==> config.mk <==
export PLATFORM = sky130hd
export DESIGN_NAME = tdm_slot_sequencer
export DESIGN_NICKNAME = d
export VERILOG_FILES = /design/src/rtl/tdm_pkg.sv /design/src/rtl/tdm_pos_counter.sv /design/src/rtl/tdm_slot_sequencer.sv
export SDC_FILE = /design/constraint.sdc
export NUM_CORES = 1
export LEC_CHECK = 0
export ABC_AREA = 1
export ABC_CLOCK_PERIOD_IN_PS = 4800
export BUFFER_PORTS_ARGS = -buffer_cell sky130_fd_sc_hd__buf_2
export CORE_MARGIN = 1.5
export CORE_UTILIZATION = 46
export CTS_CLUSTER_DIAMETER = 200
export CTS_CLUSTER_SIZE = 20
export DETAILED_ROUTE_END_ITERATION = 7
export PLACE_DENSITY_LB_ADDON = 0.2
export SKIP_CTS_REPAIR_TIMING = 1
export SLEW_MARGIN = 5
export SYNTH_ARGS = -nofsm -noshare
export SYNTH_HDL_FRONTEND = slang
export SYNTH_HIERARCHICAL = 1
export SYNTH_SLANG_ARGS = --single-unit
==> constraint.sdc <==
create_clock -name clk -period 4.8 [get_ports clk]
set_input_delay 0.24 -clock clk [delete_from_list [all_inputs] [get_ports clk]]
set_output_delay 0.24 -clock clk [all_outputs]
set_load 0.005 [all_outputs]
==> src/rtl/tdm_pkg.sv <==
// Shared constants and FSM state encoding for the TDM slot sequencer.
package tdm_pkg;

  localparam int unsigned NUM_SLOTS = 16;
  localparam int unsigned SLOT_W    = 4;
  localparam int unsigned BIT_W     = 4;
  localparam int unsigned MISS_W    = 4;

  typedef enum logic [1:0] {
    HUNT     = 2'd0,
    LOCKED   = 2'd1,
    FLYWHEEL = 2'd2
  } state_t;

endpackage

==> src/rtl/tdm_pos_counter.sv <==
// Bit/slot position tracker within a TDM frame; holds the position of the next bit to arrive.
module tdm_pos_counter
  import tdm_pkg::*;
#(
  parameter int unsigned BITS_PER_SLOT = 1
) (
  input  logic              clk,
  input  logic              rst,
  input  logic              advance,
  input  logic              realign,
  input  logic              clear,
  output logic [SLOT_W-1:0] slot,
  output logic              at_expected_sync
);

  localparam logic [BIT_W-1:0]  LAST_BIT  = BIT_W'(BITS_PER_SLOT - 1);
  localparam logic [SLOT_W-1:0] LAST_SLOT = SLOT_W'(NUM_SLOTS - 1);

  logic [BIT_W-1:0]  bit_cnt;
  logic [SLOT_W-1:0] slot_cnt;
  logic [BIT_W-1:0]  base_bit;
  logic [SLOT_W-1:0] base_slot;

  // A realigned bit is consumed as slot 0 bit 0, so stepping starts from the origin.
  always_comb begin
    base_bit  = bit_cnt;
    base_slot = slot_cnt;
    if (realign) begin
      base_bit  = '0;
      base_slot = '0;
    end
  end

  always_ff @(posedge clk) begin
    if (rst || clear) begin
      bit_cnt  <= '0;
      slot_cnt <= '0;
    end else if (advance || realign) begin
      if (base_bit == LAST_BIT) begin
        bit_cnt  <= '0;
        slot_cnt <= (base_slot == LAST_SLOT) ? '0 : base_slot + SLOT_W'(1);
      end else begin
        bit_cnt  <= base_bit + BIT_W'(1);
        slot_cnt <= base_slot;
      end
    end
  end

  assign slot             = slot_cnt;
  assign at_expected_sync = (slot_cnt == '0) && (bit_cnt == '0);

endmodule

==> src/rtl/tdm_slot_sequencer.sv <==
// Frame-sync tracking front end for the 1-to-16 receive demux.
// Optional SLOT_MASK_EN adds a per-slot output mask.
module tdm_slot_sequencer
  import tdm_pkg::*;
#(
  parameter int unsigned BITS_PER_SLOT = 1,
  parameter int unsigned MAX_MISS      = 3
) (
  input  logic                 clk,
  input  logic                 rst,
  input  logic                 bit_in,
  input  logic                 bit_valid,
  input  logic                 frame_sync,
`ifdef SLOT_MASK_EN
  input  logic [NUM_SLOTS-1:0] slot_mask,
`endif
  output logic [SLOT_W-1:0]    select_4,
  output logic                 tdm_data_out,
  output logic                 tdm_data_valid,
  output logic                 locked,
  output logic                 frame_err,
  output logic                 lock_lost
);

  state_t            state;
  logic [MISS_W-1:0] miss_cnt;
  logic [SLOT_W-1:0] cur_slot;
  logic              at_exp;

  logic              hunting_c;
  logic              realign_c;
  logic              exhaust_c;
  logic              advance_c;
  logic              emit_c;
  logic [SLOT_W-1:0] emit_slot_c;
  logic              keep_c;

  // Per-bit decision shared by the position counter and the output registers.
  assign hunting_c   = (state == HUNT);
  assign realign_c   = bit_valid && frame_sync && (hunting_c || !at_exp);
  assign exhaust_c   = bit_valid && (state == FLYWHEEL) && at_exp && !frame_sync
                       && (miss_cnt == MISS_W'(MAX_MISS));
  assign advance_c   = bit_valid && !hunting_c && !realign_c && !exhaust_c;
  assign emit_c      = advance_c || realign_c;
  assign emit_slot_c = realign_c ? '0 : cur_slot;

`ifdef SLOT_MASK_EN
  assign keep_c = slot_mask[emit_slot_c];
`else
  assign keep_c = 1'b1;
`endif

  tdm_pos_counter #(
    .BITS_PER_SLOT (BITS_PER_SLOT)
  ) u_pos (
    .clk              (clk),
    .rst              (rst),
    .advance          (advance_c),
    .realign          (realign_c),
    .clear            (exhaust_c),
    .slot             (cur_slot),
    .at_expected_sync (at_exp)
  );

  always_ff @(posedge clk) begin
    if (rst) begin
      state          <= HUNT;
      miss_cnt       <= '0;
      select_4       <= '0;
      tdm_data_out   <= 1'b0;
      tdm_data_valid <= 1'b0;
      locked         <= 1'b0;
      frame_err      <= 1'b0;
      lock_lost      <= 1'b0;
    end else begin
      tdm_data_valid <= 1'b0;
      frame_err      <= 1'b0;
      lock_lost      <= 1'b0;

      if (emit_c) begin
        select_4       <= emit_slot_c;
        tdm_data_out   <= bit_in & keep_c;
        tdm_data_valid <= keep_c;
      end

      if (bit_valid) begin
        unique case (state)
          HUNT: begin
            if (frame_sync) begin
              state    <= LOCKED;
              locked   <= 1'b1;
              miss_cnt <= '0;
            end
          end
          LOCKED: begin
            if (frame_sync && !at_exp) begin
              frame_err <= 1'b1;
            end else if (at_exp && !frame_sync) begin
              state    <= FLYWHEEL;
              miss_cnt <= MISS_W'(1);
            end
          end
          FLYWHEEL: begin
            if (frame_sync) begin
              state     <= LOCKED;
              miss_cnt  <= '0;
              frame_err <= !at_exp;
            end else if (exhaust_c) begin
              state     <= HUNT;
              locked    <= 1'b0;
              lock_lost <= 1'b1;
              miss_cnt  <= '0;
            end else if (at_exp) begin
              miss_cnt <= miss_cnt + MISS_W'(1);
            end
          end
          default: begin
            state  <= HUNT;
            locked <= 1'b0;
          end
        endcase
      end
    end
  end

endmodule

* Yosys cells after proc, flatten, opt, wreduce, memory -nomap -nowiden
Index checks and enable logic that the tools add are counted.
** Operators by class
- Bitwise logic cells :: 3
- Add/subtract/negate cells :: 3
- Eq/ne operators :: 11
- Reductions and logical operators :: 30
- Multiplexer cells :: 27
** Operators with widths (count)
- 2-to-1 mux 4 bit :: 11
- adder 4 x 1 -> 4 bit (second input constant) :: 3
- logical AND 1 bit :: 12
- logical NOT 4 bit :: 3
- one-hot mux 4 bit (3 select lines) :: 1
- 2-to-1 mux 2 bit :: 5
- inequality test 2 bit (second input constant) :: 5
- AND reduction 5 bit :: 2
- 2-to-1 mux 1 bit :: 7
- one-hot mux 2 bit (3 select lines) :: 1
- AND reduction 6 bit :: 1
- logical NOT 1 bit :: 5
- equality test 4 x 2 -> 1 bit (second input constant) :: 1
- equality test 4 bit (second input constant) :: 1
- inequality test 4 bit (second input constant) :: 1
- OR reduction 4 bit :: 1
- logical OR 1 bit :: 3
- inequality test 3 bit (second input constant) :: 1
- NOT 1 bit :: 3
- one-hot mux 1 bit (3 select lines) :: 1
- nonzero test 3 bit :: 1
- equality test 2 x 1 -> 1 bit (second input constant) :: 1
- equality test 2 bit (second input constant) :: 1
- logical NOT 2 bit :: 1
- 2 further kinds :: 2
** Word-level totals
- Register bits :: 23
- Logic and storage cells :: 84
- Bits of input ports :: 5

* Longest topological paths before layout
- Depth in word-level cells :: 10
- Mapped depth :: 15
- Mapped depth without buffers :: 15

* Modules after synthesis
Netlist, hierarchy kept.
** By module, submodules not included
- tdm_slot_sequencer :: times used 1, cells an instance 136, area each 967.2 µm²
- tdm_pos_counter :: times used 1, cells an instance 82, area each 510.5 µm²

* Worst setup path before layout
OpenSTA, ideal clock, no wires.
- Kind :: register to register
- Start point :: reg u_pos.bit_cnt[2]
- End point :: reg u_pos.slot_cnt[3], in the netlist u_pos/slot[3]
- Path slack :: 2878 ps
- Buffers on the path :: 0
- Cell stages (with the launch flop) :: 12
- Data required time :: 4683 ps
- Library setup time :: 117 ps
- Data arrival time :: 1804 ps
- Cells stage by stage :: dfxtp_1 > nor4_1 > and2_1 > a21oi_2 > inv_2 > nand2_1 > ha_1 > nand3_1 > nand2_1 > inv_1 > nor2_1 > nor2_1
** On the way
- Word-level cells in the longest chain between the ends :: 9
- Elaborated cells on any way between the ends :: 21
- Classes of those cells :: add/sub (1); eq/ne (1); mux (4); reduce/logical (15)
** Ends and longest elaborated chain
- start: declaration :: line tdm_pos_counter.sv:19 : logic [BIT_W-1:0] bit_cnt;
- start signal: assignment :: line tdm_pos_counter.sv:43 : bit_cnt <= base_bit + BIT_W'(1);
- logical NOT 4 bit (*) :: line tdm_pos_counter.sv:50 : assign at_expected_sync = (slot_cnt == '0) && (bit_cnt == '0);
- logical AND 1 bit (*) :: line tdm_pos_counter.sv:50
- named net at_exp :: line tdm_slot_sequencer.sv:28 : logic at_exp;
- logical NOT 1 bit (*) :: line tdm_slot_sequencer.sv:40 : assign realign_c = bit_valid && frame_sync && (hunting_c || !at_exp);
- logical OR 1 bit (*) :: line tdm_slot_sequencer.sv:40
- logical AND 1 bit (*) :: line tdm_slot_sequencer.sv:40
- named net realign_c :: line tdm_slot_sequencer.sv:31 : logic realign_c;
- 2-to-1 mux 4 bit / logical NOT 1 bit (equally long branches) :: line tdm_pos_counter.sv:28, tdm_slot_sequencer.sv:43
- adder 4 x 1 -> 4 bit (tied with other cells) :: line tdm_pos_counter.sv:41 : slot_cnt <= (base_slot == LAST_SLOT) ? '0 : base_slot + SLOT_W'(1);
- 2-to-1 mux 4 bit / logical AND 1 bit (equally long branches) :: line tdm_pos_counter.sv:41, tdm_slot_sequencer.sv:43
- 2-to-1 mux 4 bit / logical OR 1 bit (equally long branches) :: line tdm_pos_counter.sv:39, tdm_pos_counter.sv:38
- end signal: assignment :: line tdm_pos_counter.sv:41
- end signal: assignment :: line tdm_pos_counter.sv:44 : slot_cnt <= base_slot;
- end: declaration :: line tdm_pos_counter.sv:20 : logic [SLOT_W-1:0] slot_cnt;
The timed path passes the listed nets; every way through them passes the cells marked *.
A chain may end at the register's enable or synchronous reset.

* Final worst setup path
Same ends and word-level chain as after synthesis.

==> summary.md <==
| Metric | Value |
|---|---|
| Initial drt markers | 68 |
| Placed Cells incl. Taps | 274 |
| FFs w/ async S/R, synth | 0 |
| Fraction of layout cells with a size suffix above 1 | 0.184 |
| Total number of vias | 1342 |
| Synth Flop Type | dfxtp_1 |
| Vias per cell | 4.83 |
| Core ar. | 0.00305 mm^2 |
| Worst min path class | in -> reg |
| CP Data Required Time | 5.03 ns |
| Starting Density | 0.484 |
| P_leak | 0.806 nW |
| Syn Std Cell Area | 0.00148 mm^2 |
| Final slew viol count | 0 |
| Setup TNS Final | 0 ns |
| GRT busiest layer | met2 |
| Critical setup path kind | reg -> reg |
| Final Critical Period | 2.26 ns |
| GR Layer Usage met3 | 0.0281 |
| Max-cap check violation count | 0 |
| Post-Route WL | 3050 um |
| Worst Skew | 0.0134 ns |
| WHS Path Cells | 3 |
| Fmax | 443 MHz |
| Wire length of the first global-routing pass | 5430 um |
| Post-synth EDFFs | 0 |
| TritonCTS clock tree | yes |
| CP Capture Type | register |
| WP data arrival | 2.48 ns |
| Rel. slew slack | 0.697 |
| Dpl hpwl | 2360 um |
| Final-report setup violation count | 0 |
| DRC viols | 0 |
| Clk buf depth | 2 |
| Die Span X | 59.7 um |
| Sequential fraction of the synthesis area | 0.312 |
| Final Hold Fails | 0 |
| Worst r2r path cells | 11 |
| Vias in the first global route | 1279 |
| CTS Sinks | 23 |
| H-tree depth | 1 |
| GPL Wtd Cong | 0.854 |
| Finished Layout Cells | 278 |
| Commonest non-fill, non-tap cell in the layout | nand2_1 |
| Met1 Use GR | 0.268 |
| Worst-skew pair later-pin latency | 0.33 ns |
| Outcome | finished clean |
| Number of CTS-inserted buffers | 3 |
| Yosys reg bits | 23 |
| Max Fanout on Critical Path | 10 |
| Ports | 14 |
| CP startpoint kind | register |
| Synth Instances | 218 |
| Root buf cell | clkbuf_4 |
| Antenna cell count | 0 |
| Post-DRT Antenna Nets | 0 |
| Most frequent cells in the layout | 48 x nand2_1, 28 x inv_1, 27 x nor2_1 |
| Register area | 460 um^2 |
| Worst-margin pin slew | 0.455 ns |
| Row cnt | 20 |
| Netlist cell types | 25 |
| Synthesis Warnings | 6 |
| Drt first pass iters | 4 |
| Critical path cell sequence | nor4_1 > and2_1 > a21oi_2 > inv_2 > nand2_1 > ha_1 > nand3_1 > nand2_1 > inv_1 > nor2_1 > nor2_1 |
| Routed len/inst | 11.0 um |
| Area grow syn2layout | 9.40% |
| Antenna violations before repair | 0 |
| Multi-input gate area | 878 um^2 |
| Die ar. | 0.00356 mm^2 |
| Largest net degree at the start of global routing | 13 |
| Fillers | 320 |
| Crit-path max cell delay | 0.46 ns |
| Buffers on Ports | 13 |
| Die H | 59.7 um |
| Gr usage total | 0.200 |
| Pwr dens | 302 mW/mm^2 |
| Worst ir drop on vdd | 0.138 mV |
| GR Util met2 | 0.325 |
| Clock Pin Slew Worst Setup and Hold Paths | 0.14 ns |
| Net count after synthesis | 232 |
| CP max stage cell | dfxtp_1 |
| Core Util, Final | 0.530 |
| Global route overflow | 0 |
| Synthesized area per cell | 6.78 um^2 |
| Final nets | 249 |
| Worst Hold Margin | 0.112 ns |
| Final Power | 488 uW |
| RSZ-0062 raised after global routing | false |
| Final period util | 0.470 |
==> critical path: cells and delay by family, from the launching register on <==
family,cells,cell delay [ns]
simple gates,7,0.81
buf+inv,2,0.18
flops,1,0.46
fa+ha+maj,1,0.27
compound gates,1,0.42
==> synthesized netlist by cell type, types with 2 or more instances <==
master	count	area, um^2
nand3_2	3	30.0
nor2_4	4	45.0
nor2_1	27	101
nand3b_1	2	15.0
nand2_4	4	45.0
a21oi_2	2	17.5
nand2_2	4	25.0
dfxtp_1	23	460
nand3_1	22	110
inv_2	7	26.3
ha_1	9	113
nor4_1	2	12.5
nand2_1	48	180
inv_1	28	105
a21oi_1	15	75.1
nand4_1	7	43.8
nor3_1	2	10.0
nor2_2	2	12.5
==> metrics by stage <==
step / setup slack, ns / area, um^2
2_1_floorplan: 2.88 / 1480
3_3_place_gp: 2.60 / 1590
3_5_place_dp: 2.61 / 1590
4_1_cts: 2.58 / 1620
5_1_grt: 2.23 / 1620
6_report: 2.54 / 1620
==> cells by family (layout without fill, tap and decap cells) <==
family,Yosys count,count (layout),share of synthesized area
simple gates,128,128,0.431
buf+inv,36,52,0.0940
flops,23,23,0.312
compound gates,22,22,0.0872
fa+ha+maj,9,9,0.0762
==> final cells by class <==
type	instances	share of cell area
Sequential cell	23	0.285
Tap cell	44	0.0341
Timing Repair Buffer	13	0.0402
Clock buffer	4	0.0163
Inverter	35	0.0813
Multi-Input combinational cell	159	0.543
==> metal layers <==
layer	share of wire	up-vias
li1	-	733
met1	0.50	573
met2	0.44	31
met3	0.040	5
met4	0.018	0
met5	0	-
==> registers in the layout, indices dropped and copies added (netlist names) <==
name / count
tdm_data_out: 1
miss_cnt: 4
u_pos/bit_cnt: 4
state: 2
frame_err: 1
select_4: 4
tdm_data_valid: 1
locked: 1
u_pos/slot: 4
lock_lost: 1
==> report_power, final <==
| part | internal, mW | switching, mW |
|---|---|---|
| clock | 0.0327 | 0.0632 |
| combinational | 0.0598 | 0.113 |
| sequential | 0.206 | 0.0143 |
==> path summary, 6_finish.rpt <==
check	end	slack, ns	startpoint
setup / recovery	u_pos/slot[3]	2.54	u_pos/bit_cnt[2]
hold / removal	tdm_data_out	0.11	bit_in
setup reg to reg	u_pos/slot[3]	2.54	u_pos/bit_cnt[2]
hold reg to reg	select_4[2]	0.48	select_4[2]
No activity file was read; power rests on OpenSTA's default activity.
